`src/rtl/oflow_core_pkg.sv`:
```
// Shared constants and state type for the oflow core FSMs.
// Used by the top FSM, the FE FSM and the registration sequencer.
package oflow_core_pkg;

  localparam int PE_NUM          = 24;
  localparam int SET_LEN         = 8;
  localparam int REMAIN_BBOX_LEN = 5;
  localparam int PE_IDX_LEN      = 5;

  localparam logic [REMAIN_BBOX_LEN-1:0] PE_NUM_W =
    REMAIN_BBOX_LEN'(PE_NUM);

  typedef enum logic [2:0] {
    IDLE,
    WAIT_FE,
    ISSUE,
    WAIT_REG,
    SET_DONE
  } reg_seq_state_t;

  // Bboxes in the current set: a partial last set
  // when 0 < remain < PE_NUM, otherwise a full set.
  function automatic logic [REMAIN_BBOX_LEN-1:0] set_size(
    input logic [REMAIN_BBOX_LEN-1:0] remain
  );
    if (remain != '0 && remain < PE_NUM_W)
      return remain;
    return PE_NUM_W;
  endfunction

endpackage

```
`src/rtl/oflow_reg_pe_iter.sv`:
```
// PE iterator for the registration sequencer.
// Ports: clk, reset_N, load (clear + latch n_set_in), n_set_in,
//        adv (step to next PE), pe_sel, last_pe (pe_sel == n_set-1).
module oflow_reg_pe_iter
  import oflow_core_pkg::*;
(
  input  logic                       clk,
  input  logic                       reset_N,
  input  logic                       load,
  input  logic [REMAIN_BBOX_LEN-1:0] n_set_in,
  input  logic                       adv,
  output logic [PE_IDX_LEN-1:0]      pe_sel,
  output logic                       last_pe
);

  localparam logic [REMAIN_BBOX_LEN-1:0] ONE =
    REMAIN_BBOX_LEN'(1);

  logic [REMAIN_BBOX_LEN-1:0] n_set;

  always_ff @(posedge clk or negedge reset_N) begin
    if (!reset_N) begin
      pe_sel <= '0;
      n_set  <= '0;
    end else if (load) begin
      pe_sel <= '0;
      n_set  <= n_set_in;
    end else if (adv) begin
      pe_sel <= pe_sel + PE_IDX_LEN'(1);
    end
  end

  assign last_pe =
    (REMAIN_BBOX_LEN'(pe_sel) == n_set - ONE);

endmodule

```
`src/rtl/oflow_core_fsm_reg_seq.sv`:
```
// Registration sequencer: walks the PEs of each finished set
// through the shared registration engine, one bbox at a time.
// Ports: clk, reset_N, start_pe, num_of_sets, counter_of_remain_bboxes,
//        done_fe, done_reg -> start_reg, pe_sel, done_registration,
//        counter_set_reg, done_frame, busy.
module oflow_core_fsm_reg_seq
  import oflow_core_pkg::*;
(
  input  logic                       clk,
  input  logic                       reset_N,
  input  logic                       start_pe,
  input  logic [SET_LEN-1:0]         num_of_sets,
  input  logic [REMAIN_BBOX_LEN-1:0] counter_of_remain_bboxes,
  input  logic                       done_fe,
  input  logic                       done_reg,
  output logic                       start_reg,
  output logic [PE_IDX_LEN-1:0]      pe_sel,
  output logic                       done_registration,
  output logic [SET_LEN-1:0]         counter_set_reg,
  output logic                       done_frame,
  output logic                       busy
);

  reg_seq_state_t state_q;
  reg_seq_state_t state_d;

  logic [SET_LEN-1:0] num_sets_q;
  logic               zero_frame_q;

  logic accept;
  logic zero_frame;
  logic iter_load;
  logic iter_adv;
  logic last_pe;
  logic last_set;

  assign accept     = (state_q == IDLE) && start_pe &&
                      (num_of_sets != '0);
  assign zero_frame = (state_q == IDLE) && start_pe &&
                      (num_of_sets == '0);
  assign iter_load  = (state_q == WAIT_FE) && done_fe;
  assign iter_adv   = (state_q == WAIT_REG) && done_reg &&
                      !last_pe;
  assign last_set   =
    (counter_set_reg + SET_LEN'(1) == num_sets_q);

  oflow_reg_pe_iter u_pe_iter (
    .clk      (clk),
    .reset_N  (reset_N),
    .load     (iter_load),
    .n_set_in (set_size(counter_of_remain_bboxes)),
    .adv      (iter_adv),
    .pe_sel   (pe_sel),
    .last_pe  (last_pe)
  );

  always_ff @(posedge clk or negedge reset_N) begin
    if (!reset_N)
      state_q <= IDLE;
    else
      state_q <= state_d;
  end

  always_comb begin
    state_d = state_q;
    unique case (state_q)
      IDLE:
        if (accept)
          state_d = WAIT_FE;
      WAIT_FE:
        if (done_fe)
          state_d = ISSUE;
      ISSUE:
        state_d = WAIT_REG;
      WAIT_REG:
        if (done_reg)
          state_d = last_pe ? SET_DONE : ISSUE;
      SET_DONE:
        state_d = last_set ? IDLE : WAIT_FE;
      default:
        state_d = IDLE;
    endcase
  end

  always_ff @(posedge clk or negedge reset_N) begin
    if (!reset_N) begin
      num_sets_q      <= '0;
      counter_set_reg <= '0;
      zero_frame_q    <= 1'b0;
    end else begin
      zero_frame_q <= zero_frame;
      if (accept) begin
        num_sets_q      <= num_of_sets;
        counter_set_reg <= '0;
      end else if (state_q == SET_DONE &&
                   counter_set_reg != num_sets_q) begin
        counter_set_reg <= counter_set_reg + SET_LEN'(1);
      end
    end
  end

  // An empty frame completes one cycle after start_pe
  // without ever leaving IDLE.
  assign start_reg         = (state_q == ISSUE);
  assign done_registration = (state_q == SET_DONE);
  assign done_frame        =
    ((state_q == SET_DONE) && last_set) || zero_frame_q;
  assign busy              = (state_q != IDLE);

endmodule

```
`config.mk`:
```
export PLATFORM = sky130hd
export DESIGN_NAME = oflow_core_fsm_reg_seq
export DESIGN_NICKNAME = d
export VERILOG_FILES = /design/src/rtl/oflow_core_pkg.sv /design/src/rtl/oflow_reg_pe_iter.sv /design/src/rtl/oflow_core_fsm_reg_seq.sv
export SDC_FILE = /design/constraint.sdc
export NUM_CORES = 1
export LEC_CHECK = 0
export CORE_ASPECT_RATIO = 1.2
export CORE_UTILIZATION = 45
export DETAILED_ROUTE_END_ITERATION = 10
export PLACE_DENSITY = 0.83
export SYNTH_ARGS = -nofsm -noshare
export SYNTH_HDL_FRONTEND = slang
export SYNTH_SLANG_ARGS = --single-unit
```
`constraint.sdc`:
```
create_clock -name clk -period 2.3 [get_ports clk]
set_input_delay 0.345 -clock clk [delete_from_list [all_inputs] [get_ports clk]]
set_output_delay 0.345 -clock clk [all_outputs]
set_load 0.05 [all_outputs]
```
======== After elaboration in Yosys (flattened, before gate mapping) ========
Index checks and enable logic that the tools add are counted.
storage, ports and cells
  register bits ........................... 30
  bits in latches ......................... 0
  memory bits (writable) .................. 0
  bits in read-only memories .............. 0
  input bits .............................. 18
  output and inout bits ................... 17
  logic and storage cells ................. 52
  memories kept ........................... 0
operators by class
  $add $sub $neg .......................... 3
  $mul .................................... 0
  divide/modulo/power cells ............... 0
  order comparisons ....................... 1
  equal/unequal tests ..................... 10
  shift-type cells ........................ 0
  muxes and demuxes ....................... 13
  bitwise operators ....................... 0
  reductions and logical operators ........ 19
operator list
  operator                                             number
  2-to-1 mux 5 bit                                     4
  2-to-1 mux 8 bit                                     2
  one-hot mux 3 bit (5 select lines)                   1
  2-to-1 mux 3 bit                                     4
  logical AND 1 bit                                    9
  adder 8 x 1 -> 8 bit, second input constant          1
  equality test 8 bit                                  1
  logical NOT 8 bit                                    1
  inequality test 8 bit                                1
  nonzero test 8 bit                                   1
  equality test 3 x 2 -> 1 bit, second input constant  2
  inequality test 2 bit, second input constant         3
  adder 5 x 1 -> 5 bit, second input constant          1
  equality test 5 bit                                  1
  < comparator 5 bit, second input constant            1
  nonzero test 5 bit                                   1
  subtractor 5 x 1 -> 5 bit, second input constant     1
  nonzero test 2 bit                                   2
  equality test 3 x 1 -> 1 bit, second input constant  1
  equality test 3 bit, second input constant           1
  logical NOT 3 bit                                    1
  AND reduction 3 bit                                  1
  nonzero test 3 bit                                   1
  2-to-1 mux 1 bit                                     2
  2 further kinds                                      2

======== Longest topological paths before layout ========
  depth after elaboration ................. 6
  mapped depth ............................ 7
  mapped depth without buffers ............ 7

======== By module ========
A second synthesis with hierarchy kept.
unflattened totals
  cells, all modules ...................... 189
  area total of the unflattened synthesis .. 1825.5 µm²
by module, submodules not included
  module                  instances  cells an instance  area each (µm²)  seq. area each (µm²)
  oflow_core_fsm_reg_seq  1          140                1296.2           500.5
  oflow_reg_pe_iter       1          49                 529.3            250.2

======== Worst setup path after synthesis ========
OpenSTA, ideal clock, no wires.
  path type ............................... register to output
  start point ............................. register counter_set_reg[2]
  end point ............................... output port done_frame
  data arrival time ....................... 3.392 ns
  required time ........................... 1.955 ns
  slack ................................... -1.437 ns
  stages on the path, launching flop included .. 7
  path buffers ............................ 1
  cell sequence ........................... dfrtp_1 > buf_2 > nand4_1 > or2_2 > nor3_1 > and3b_1 > o41ai_1
on the way
  longest elaborated chain between the ends .. 4
ends and longest elaborated chain
  element                 line                           source
  from (decl)             oflow_core_fsm_reg_seq.sv:19   output logic [SET_LEN-1:0] counter_set_reg,
  from (signal assigned)  oflow_core_fsm_reg_seq.sv:97   counter_set_reg <= counter_set_reg + SET_LEN'(1);
  adder 8 x 1 -> 8 bit    oflow_core_fsm_reg_seq.sv:45   (counter_set_reg + SET_LEN'(1) == num_sets_q);
  equality test 8 bit     oflow_core_fsm_reg_seq.sv:45
  logical AND 1 bit       oflow_core_fsm_reg_seq.sv:107  ((state_q == SET_DONE) && last_set) || zero_frame_q;
  logical OR 1 bit        oflow_core_fsm_reg_seq.sv:107
  to (decl)               oflow_core_fsm_reg_seq.sv:20   output logic done_frame,
No other way between the ends.

======== Worst setup path after layout ========
  start point ............................. register counter_set_reg[0]
  end point ............................... output port done_frame
Same word-level chain as after synthesis.

==> summary.txt <==
Floorplanning
  • DIE AREA: 4300 sq um
  • Initial Util: 48.5%
  • Std-Cell Core Area: 3750 sq um
  • Die Y: 71.7 um
  • I/O pin total: 35
  • Core Rows: 24
  • Die Wd: 60.1 um

Synth
  • Avg Inst Size Synth: 8.88 sq um
  • Most frequent cell after synthesis: nand2_1
  • Top FF cell, synth: dfrtp_1
  • EDFF count, synth: 0
  • Seq cells post-synth: 30
  • Ranking of synthesized cells by area: dfrtp_1 41%, nand2_1 6.8%, xnor2_1 6.3%
  • Commonest cells in the netlist: 33 x nand2_1, 30 x dfrtp_1, 13 x xnor2_1
  • Post-synthesis cell count: 205
  • Synthesized Nets: 226
  • Register area share after synthesis: 41.2%
  • Synth top area share: 41.2%
  • Post-synthesis async set-or-reset flop share: 100%
  • Netlist Area Pre-Place: 1820 sq um
  • Yosys warns: 0
  • Synth area leader: dfrtp_1
  • Library cells used by synthesis: 45

Clock tree
  • Clk sinks: 30
  • CTS Buffer Depth: 2
  • Htree depth: 2
  • CTS clk-pin slew, worst paths: 0.07 ns
  • Root Buffer Master: clkbuf_8
  • CTS tree: built
  • Worst-skew pair later-pin latency: 0.29 ns
  • TritonCTS Buffers: 5
  • Post-cts resize count: 0
  • Hold_buf cts: 0

Timing
  • RSZ-0062 raised after global routing: true
  • Final Worst Setup Slack: -0.143 ns
  • Worst-Margin Slew: 0.623 ns
  • Fin crit period: 2.44 ns
  • Fin crit share: 106%
  • Fmax: 409 MHz
  • WHS: 0.442 ns
  • Relative slew slack: 57.9%
  • Fin. max-slew vios: 0
  • Setup TNS: -0.143 ns
  • Final setup viols: 1
  • Setup Skew: 0.00256 ns
  • Final hold vios: 0

Drt
  • Vias post-DR: 1,710
  • Number of DRC markers in iteration 0: 123
  • First drt pass iteration count: 4
  • Via density: 5.70
  • Final ANT Viol Nets: 0
  • Total Wirelength: 4.43 mm
  • Post-route DRC: 0
  • Wire per inst: 14.8 um

Global routing
  • Tot GR Track Use: 24.1%
  • Initial antenna violation count: 0
  • Total grt overflow: 0
  • Vias in the first global route: 1,646
  • Maximum number of pins on one net before global-route repair: 31
  • First-pass GRT wire length: 7.80 mm

Finish
  • Post-route insts no fill: 300
  • Fill count: 320
  • Final net count: 268
  • Share of cells above drive strength 1: 14.9%
  • Diodes inserted: 0
  • Layout area overhead: 32.6%

Place
  • Routability cong.: 0.852
  • Placed insts: 290
  • HPWL Detailed: 3.22 mm
  • PortBufs: 34
  • Pre-CTS setup slack: -0.0218 ns

Outcome
  • Failing checks: negative setup slack
  • Status: finished with violations

Power and ir drop
  • Max VDD drop: 0.677 mV
  • LEAKAGE: 0.985 nW
  • Pwr/cell area: 1280 nW/um^2

Worst hold path
  • Hold Path Class: in -> async

Worst setup path
  • Reg2Reg Capture Point: u_pe_iter.pe_sel[4]
  • Arrival time worst endpoint: 2.10 ns
  • R2r worst-path depth: 7
  • R2R setup slack: 0.14 ns
  • Crit. End Element: output pin
  • Worst path required time: 1.96 ns
  • FF-to-FF Start: u_pe_iter.n_set[0]
  • Worst Setup Path Type: reg -> out
  • Worst-path fanout max: 7
  • Critical path launch point type: flop

Flow run
  • MaxCap Viol Count: 0
==> critical path, cell delays in order, from the launching register on <==
cell     delay [ns]
dfrtp_2        0.48
ha_4           0.27
xor2_1         0.15
nor2_1         0.14
nand3_1        0.14
o41ai_4        0.45
buf_12         0.18
==> report_power, final <==
group          switching [mW]  internal, mW  leakage (nW)  total, mW
logic                   0.925         0.684         0.561       1.61
clock network           0.209         0.240        0.0472      0.449
registers               0.297         0.728         0.376       1.03
total                    1.43          1.65         0.985       3.08
==> placed cells by master (no fill, tap or decap), types with 2 or more instances in the layout <==
cell and instances:
dfrtp_1 23, nand3_1 12, o21ai_0 10, nand4_1 3, or3_1 3, xnor2_1 12, clkbuf_8 6, o22a_1 2
or4_1 5, nor3_1 4, inv_1 7, o211ai_1 7, a21oi_1 8, dfrtp_2 7, clkdlybuf4s50_1 30, ha_1 2
o31ai_1 5, buf_4 12, nor2b_1 3, nand2_1 33, nor2_1 11, nand2b_1 3, o311ai_0 2, xor2_1 7
==> cell type report <==
| cell class | count | area (sq um) | area share, % |
|---|---|---|---|
| tap | 52 | 65.1 | 2.69 |
| timing repair buffer | 43 | 410 | 17.0 |
| clock inverter | 2 | 12.5 | 0.518 |
| multi-input combinational | 160 | 1060 | 43.8 |
| inverter | 7 | 26.3 | 1.09 |
| sequential | 30 | 759 | 31.5 |
| clock buffer | 6 | 82.6 | 3.42 |
==> layer usage <==
layer | up-vias | global-route usage, % | share of wire, %
met5 | - | 0 | 0
met4 | 0 | 10.1 | 2.0
met3 | 8 | 5.42 | 4.0
met2 | 44 | 36.0 | 50
met1 | 836 | 33.4 | 44
li1 | 822 | - | -
==> worst max-delay path by stage <==
stage,start,to,slack [ns],cells past startpoint
after floorplan,counter_set_reg[2],done_frame,-0.06,6
after global placement,num_of_sets[5],counter_set_reg[7],0.01,6
after detailed placement,num_of_sets[5],counter_set_reg[7],-0.02,6
after CTS,counter_set_reg[0],done_frame,-0.16,6
after global routing,counter_set_reg[0],done_frame,-0.25,6
final,counter_set_reg[0],done_frame,-0.14,6
==> logic make-up (layout without fill, tap and decap cells) <==
| group | count (synthesis) | count (layout) | synth area share [%] |
|---|---|---|---|
| AND/OR/NAND/NOR | 89 | 89 | 25.2 |
| flip-flops | 30 | 30 | 41.2 |
| XOR/XNOR | 20 | 20 | 9.62 |
| buffers and inverters | 15 | 58 | 3.37 |
| AO/OA/AOI/OAI | 46 | 46 | 17.4 |
| adder cells (fa/ha/maj) | 3 | 3 | 2.06 |
| multiplexers | 2 | 2 | 1.17 |
==> through the flow <==
step / area, sq um / power (mW) / utilization, %
floorplan: 1900 / 2.16 / -
global placement: 2300 / 2.54 / 61.4
detailed placement: 2300 / 2.59 / 61.4
CTS: 2400 / 3.07 / 63.9
global route: 2410 / 3.30 / 64.3
finish: 2410 / 3.08 / 64.3
==> timing repair <==
item	CTS	global route
endpoints found under the setup margin	1	1
endpoints found under the hold margin	0	0
buffers inserted	0	2
Power figures use the tool's default switching activity.
